`src/rtl/reg_read_scoreboard.sv`:
```
// Register-read scoreboard: int/FP busy vectors gating issue on RAW and WAW hazards.
// issueReady is combinational (same-cycle writeback bypass); busy/count state updates one edge later.
module reg_read_scoreboard (
  input  logic        clk,
  input  logic        rst,
  input  logic        issueValid,
  input  logic [4:0]  issueSrcRegAddr1,
  input  logic [4:0]  issueSrcRegAddr2,
  input  logic        issueSrcUse1,
  input  logic        issueSrcUse2,
  input  logic        issueSrcIsFp1,
  input  logic        issueSrcIsFp2,
  input  logic [4:0]  issueDstRegAddr,
  input  logic        issueDstWrite,
  input  logic        issueDstIsFp,
  input  logic        nextStall,
  input  logic        wbValid,
  input  logic [4:0]  wbRegAddr,
  input  logic        wbIsFp,
  input  logic        flush,
  output logic        issueReady,
  output logic [6:0]  pendingCount,
  output logic [31:0] stallCycles
);

  logic [31:0] int_busy, fp_busy;
  logic [31:0] int_busy_nxt, fp_busy_nxt;
  logic [31:0] stall_q;
  logic        src1_haz, src2_haz, waw_haz, fire;
  logic        dst_is_x0;

  function automatic logic busy_bit(input logic [31:0] ib, input logic [31:0] fb,
                                    input logic is_fp, input logic [4:0] addr);
    return is_fp ? fb[addr] : ib[addr];
  endfunction

  function automatic logic wb_match(input logic wb_vld, input logic wb_fp, input logic [4:0] wb_addr,
                                    input logic is_fp, input logic [4:0] addr);
    return wb_vld && (wb_fp == is_fp) && (wb_addr == addr);
  endfunction

  function automatic logic [6:0] popcount64(input logic [63:0] v);
    logic [6:0] cnt;
    cnt = 7'd0;
    for (int i = 0; i < 64; i++) begin
      cnt = cnt + {6'd0, v[i]};
    end
    return cnt;
  endfunction

  always_comb begin
    dst_is_x0 = !issueDstIsFp && (issueDstRegAddr == 5'd0);

    src1_haz = issueSrcUse1
             && busy_bit(int_busy, fp_busy, issueSrcIsFp1, issueSrcRegAddr1)
             && !wb_match(wbValid, wbIsFp, wbRegAddr, issueSrcIsFp1, issueSrcRegAddr1);
    src2_haz = issueSrcUse2
             && busy_bit(int_busy, fp_busy, issueSrcIsFp2, issueSrcRegAddr2)
             && !wb_match(wbValid, wbIsFp, wbRegAddr, issueSrcIsFp2, issueSrcRegAddr2);
    waw_haz  = issueDstWrite && !dst_is_x0
             && busy_bit(int_busy, fp_busy, issueDstIsFp, issueDstRegAddr)
             && !wb_match(wbValid, wbIsFp, wbRegAddr, issueDstIsFp, issueDstRegAddr);

    issueReady = !rst && !nextStall && !flush && !src1_haz && !src2_haz && !waw_haz;
    fire       = issueValid && issueReady;
  end

  // Clear from writeback first, then set from issue, so a new writer wins over a retiring one.
  always_comb begin
    int_busy_nxt = int_busy;
    fp_busy_nxt  = fp_busy;
    if (flush) begin
      int_busy_nxt = 32'd0;
      fp_busy_nxt  = 32'd0;
    end else begin
      if (wbValid) begin
        if (wbIsFp) fp_busy_nxt[wbRegAddr]  = 1'b0;
        else        int_busy_nxt[wbRegAddr] = 1'b0;
      end
      if (fire && issueDstWrite && !dst_is_x0) begin
        if (issueDstIsFp) fp_busy_nxt[issueDstRegAddr]  = 1'b1;
        else              int_busy_nxt[issueDstRegAddr] = 1'b1;
      end
    end
    int_busy_nxt[0] = 1'b0;
  end

  always_ff @(posedge clk) begin
    if (rst) begin
      int_busy     <= 32'd0;
      fp_busy      <= 32'd0;
      pendingCount <= 7'd0;
      stall_q      <= 32'd0;
    end else begin
      int_busy     <= int_busy_nxt;
      fp_busy      <= fp_busy_nxt;
      pendingCount <= popcount64({int_busy_nxt, fp_busy_nxt});
      if (issueValid && !issueReady && (stall_q != 32'hFFFF_FFFF)) begin
        stall_q <= stall_q + 32'd1;
      end
    end
  end

  assign stallCycles = stall_q;

endmodule

```
`config.mk`:
```
export PLATFORM = sky130hd
export DESIGN_NAME = reg_read_scoreboard
export DESIGN_NICKNAME = d
export VERILOG_FILES = /design/src/rtl/reg_read_scoreboard.sv
export SDC_FILE = /design/constraint.sdc
export NUM_CORES = 1
export LEC_CHECK = 0
export ABC_AREA = 1
export CELL_PAD_IN_SITES_DETAIL_PLACEMENT = 1
export CELL_PAD_IN_SITES_GLOBAL_PLACEMENT = 1
export CORE_MARGIN = 2
export CORE_UTILIZATION = 38
export DETAILED_ROUTE_END_ITERATION = 8
export PLACE_DENSITY_LB_ADDON = 0.1
export RECOVER_POWER = 100
export SYNTH_ARGS = -nofsm -noshare
export SYNTH_HDL_FRONTEND = slang
export SYNTH_SLANG_ARGS = --single-unit
```
`constraint.sdc`:
```
create_clock -name clk -period 8.8 [get_ports clk]
set_input_delay 1.76 -clock clk [delete_from_list [all_inputs] [get_ports clk]]
set_output_delay 1.76 -clock clk [all_outputs]
set_load 0.02 [all_outputs]
```
# Yosys cells after proc, flatten, opt, wreduce, memory -nomap -nowiden
# Cells that the tools add are included.
# totals
ff_bits,103
latchBits,0
ram_bits,0
romBits,0
in_bits,33
mem_count,0
# classes
addsub,63
n_mul,0
div,0
n_lt_le_gt_ge,6
eq_ne,7
shift,0
muxes,31
bitwise,5
n_reduce_logical,39
# ops
op,n
$add A7 B1 Y7,56
$mux W32,12
$and A32 B32 Y32,2
$or A32 B32 Y32,2
$add A32 B1 Y32 const B,1
$ne A32 B32 Y1 const B,1
$not A32 Y32,1
$bmux W1 S5,6
$logic_and A1 B1 Y1,26
$lt A5 B6 Y1 const B,4
$eq A5 B5 Y1,3
$logic_not A1 Y1,12
$mux W1,11
$demux W1 S5,2
$ge A5 B1 Y1 const B,2
$add A6 B1 Y7,1
$add A5 B1 Y6,1
$add A4 B1 Y5,1
$logic_not A5 Y1,1
$add A3 B1 Y4,1
$add A2 B1 Y3,1
$eq A1 B1 Y1,3
$add A1 B1 Y2,1

# Depth between registers and ports, before layout
# depth
depth_word,76
depth_mapped,46

# Worst setup path before layout
# OpenSTA, ideal clock, no wires.
# synth_timing
path_type,input to register
startpoint,in issueDstRegAddr[0]
endpoint,reg pendingCount[6]
arrival_ns,8.754
t_required_ns,8.730
slack_ns,-0.024
path_stages,35
cell_sequence,buf_4 nand2_4 clkinv_1 nand2_1 nand2_1 nor2_1 nor2_1 nor2_1 nand3_1 nand3_1 nand2_1 nor2_2 buf_6 buf_2 nand4_1 nand3_1 inv_1 fa_1 inv_1 fa_1 inv_1 fa_1 inv_1 fa_1 fa_1 fa_1 fa_1 fa_1 fa_1 fa_1 o31ai_1 inv_1 nor2_1 o21bai_1 a21oi_1
# synth_via
word_cells_on_any_way,94
# synth_rtl
element,line,text
from (decl),13,"input logic [4:0] issueDstRegAddr,"
branches (longest 11 deep; another with $lt A5 B6 Y1),-,
$mux W32 (*),80,if (fire && issueDstWrite && !dst_is_x0) begin
$mux W32 (*),72,if (flush) begin
via int_busy_nxt[24],27,"logic [31:0] int_busy_nxt, fp_busy_nxt;"
$add A7 B1 Y7 (*) (8 in series),46,"cnt = cnt + {6'd0, v[i]};"
to (signal assigned),97,"pendingCount <= popcount64({int_busy_nxt, fp_busy_nxt});"
to (decl),22,"output logic [6:0] pendingCount,"
# Mark *: on every way through the listed nets, which the timed path passes. The select of a mux whose other input is x is not followed.
# A chain may end at the register's enable or synchronous reset.

# Final worst setup path
# layout_timing
startpoint,in issueDstRegAddr[0]
endpoint,reg pendingCount[6]
# layout_via
elab_chain_len,75
word_cells_on_any_way,94
# layout_rtl
element,line
branches (longest 74 deep; another with $lt A5 B6 Y1),-
$add A7 B1 Y7 (*),46
# Every way passes the cells marked *. The select of a mux whose other input is x is not followed.

==> flow_metrics.tcl <==
set metrics [dict create \
    worstPathRequired_ps 9090 \
    drt-total-wl_um 50400 \
    slowest_delay_ps 560 \
    finClkSkew_ps 16.8 \
    place_congestion 0.974 \
    die_h_um 165 \
    rsz0062_at_grt "yes" \
    critPathSlowestCell "fa_2" \
    seq_area_um2 2040 \
    drtAntennaViolNets 0 \
    post-route-period-util_pct 102 \
    final_common_cell "nand2_1" \
    layout-drive-gt1-share_pct 23.8 \
    final_hold_viol_count 0 \
    power_uw 1260 \
    fin_crit_ps 8960 \
    grt_max_degree 63 \
    post_synth_inst_count 1613 \
    antenna_found_initial 0 \
    synthTopCellsByArea "dfxtp_1 (21%), nand2_1 (17%), fa_1 (11%)" \
    synth_area_leader_cell "dfxtp_1" \
    avgRoutedWirePerCell_um 22.9 \
    clk_path_buf_depth 2 \
    r2r_cells 36 \
    tightest_slew_ps 817 \
    synth_top_family_by_area "simple AND/OR/NAND/NOR gates" \
    die_w_um 165 \
    synthArstFlopShare_pct 0 \
    grt_pass1_wl_um 75800 \
    timing.rr.start "fp_busy[15]" \
    cts_tree "built" \
    failed_checks "negative setup slack" \
    hold_buffers 0 \
    maxSlewHeadroom_pct 45.1 \
    track_usage_pct 37.1 \
    crit_arrival_ps 9250 \
    hp-class "reg -> reg" \
    maxSlewViolCount 0 \
    ios 73 \
    vias_per_cell 5.72 \
    ys_warn_count 0 \
    drc 0 \
    synth_edf_count 0 \
    synth.net_count 1715 \
    min_to "stallCycles[31]" \
    status "finished with violations" \
    critPathLaunchType "primary input" \
    setup_slack_ps -163 \
    fin_util_pct 55.4 \
    ff2ff_setup_slack_ps 1010 \
    antennaDiodeCount 0 \
    fillerInstances 3309 \
    yosysTopAreaCellShare_pct 20.7 \
    holdCritStartpoint "stallCycles[31]" \
    io_buffers 72 \
    p_per_area_nw_per_um2 89.9 \
    worst_skew_pair.late_latency_ps 380 \
    worstSetupPathType "in -> reg" \
    h-tree-depth 3 \
    crit_top_cell "fa_2" \
    drt_pass1_iterations 6 \
    place_hpwl_um 37300 \
    mostFrequentLayoutCells "nand2_1 (419), buf_4 (215), inv_1 (165), nor2_1 (161), nand3_1 (147)" \
    syn2layout_area_growth_pct 42.0 \
    setup_viol 3 \
    end_kind "flip-flop" \
    globalRouteOverflowTotal 0 \
    path_clk_slew_ps 80 \
    grt_pass1_vias 12800 \
    vdd_drop_max_v 0.000105 \
    drt_iter0_markers 1312 \
    numCtsBuffers 9 \
    nets 1969 \
    cts_root_buf "clkbuf_16" \
    cp_max_fo 9 \
    postSynthAreaPerCell_um2 6.12 \
    ys_seq_area_share_pct 20.7 \
    ys.flop_type "dfxtp_1" \
    initial_utilization_pct 39.0 \
    rows 58 \
    multi_input_area_um2 7140 \
    cap_violations 0 \
    syn-cell-area_um2 9870 \
    synthDistinctLibCells 40 \
    synth_xor_area_share_pct 3.19 \
    reg2reg_to "pendingCount[6]" \
    synth-simple-area-share_pct 41.4 \
    min_path_cells 2 \
    yosys.area_share.adder_pct 12.8 \
    fmax_ghz 0.112 \
    die_area_um2 27300 \
    num_vias 12600 \
    p_leak_uw 0.00636 \
    core-area_um2 25300 \
    synth_compound_area_share_pct 9.63 \
    synth.mux.area_fraction_pct 0 \
    ys_seq_elements 102 \
    cts_sinks 102 \
]
-- cell usage after synthesis (all sizes together) (5+ instances only) --
master	count
a21oi	68
a31oi	7
buf	53
clkbuf	45
dfxtp	102
fa	53
ha	16
inv	191
nand2	453
nand3	192
nand4	72
nor2	172
nor3	45
nor4	9
o21a	10
o21ai	59
o31a	5
xnor2	10
xor2	26
-- critical path, delay by kind of cell --
kind                       cells  cell delay [ps]
adders and majority gates     10             4800
and+or+nand+nor               15             1380
buffers and inverters          8              840
AOI/OAI and AO/OA              3              440
-- cell type report --
| type | instances | area share (%) |
|---|---|---|
| clock inverter | 7 | 0.660 |
| multi-input combinational | 1219 | 51.0 |
| inverter | 194 | 5.36 |
| tap | 330 | 2.95 |
| timing repair buffer | 341 | 23.9 |
| clock buffer | 9 | 1.61 |
| sequential | 102 | 14.6 |
-- metrics by stage --
stage / cells / TNS (ps) / setup slack, ps / hold slack, ps / cell area, um2
2_1_floorplan: 1613 / 0 / 8.63 / 549 / 9880
3_3_place_gp: 2148 / -5550 / -1050 / 464 / 12600
3_5_place_dp: 2148 / -6530 / -1200 / 477 / 12600
4_1_cts: 2190 / -276 / -136 / 490 / 13500
5_1_grt: 2202 / -1480 / -400 / 547 / 14000
6_report: 2202 / -269 / -163 / 492 / 14000
-- repair_timing --
action,in CTS,in global routing
cloned,6,6
pin swaps,31,36
endpoints found under the setup margin,6,6
resized for setup,117,126
setup buffers,20,6
-- state kept, by name, indices dropped and copies added, names as in the netlist --
register and count:
fp_busy 32, int_busy 31, pendingCount 7, stallCycles 32
-- how the worst max path moves through the flow --
stage	slack [ps]	start	to
global route	-400	issueSrcRegAddr2[0]	pendingCount[6]
floorplan	9	issueDstRegAddr[0]	pendingCount[6]
detailed placement	-1200	issueDstRegAddr[1]	pendingCount[6]
global placement	-1050	issueDstRegAddr[1]	pendingCount[6]
CTS	-140	issueSrcRegAddr1[2]	pendingCount[6]
finish	-160	issueDstRegAddr[0]	pendingCount[6]
-- metal layers --
layer | vias up | global-route usage, % | wire length, um
met3 | 183 | 5.67 | 3560
met5 | - | 0 | 0
li1 | 5723 | - | -
met4 | 0 | 21.7 | 3250
met1 | 6094 | 46.7 | 20500
met2 | 588 | 60.2 | 23100
-- power breakdown --
part | internal [uW] | leakage, uW | switching [uW] | total, uW
clock | 230 | 0.000154 | 223 | 453
sequential | 464 | 0.000822 | 3.28 | 468
combinational | 141 | 0.00539 | 199 | 339
-- kinds of logic after synthesis --
| logic type | count (synthesis) |
|---|---|
| simple gates | 945 |
| compound gates | 169 |
| flops | 102 |
| xor+xnor | 36 |
| fa+ha+maj | 69 |
| buf+inv | 292 |
(Power assumes the default switching activity.)
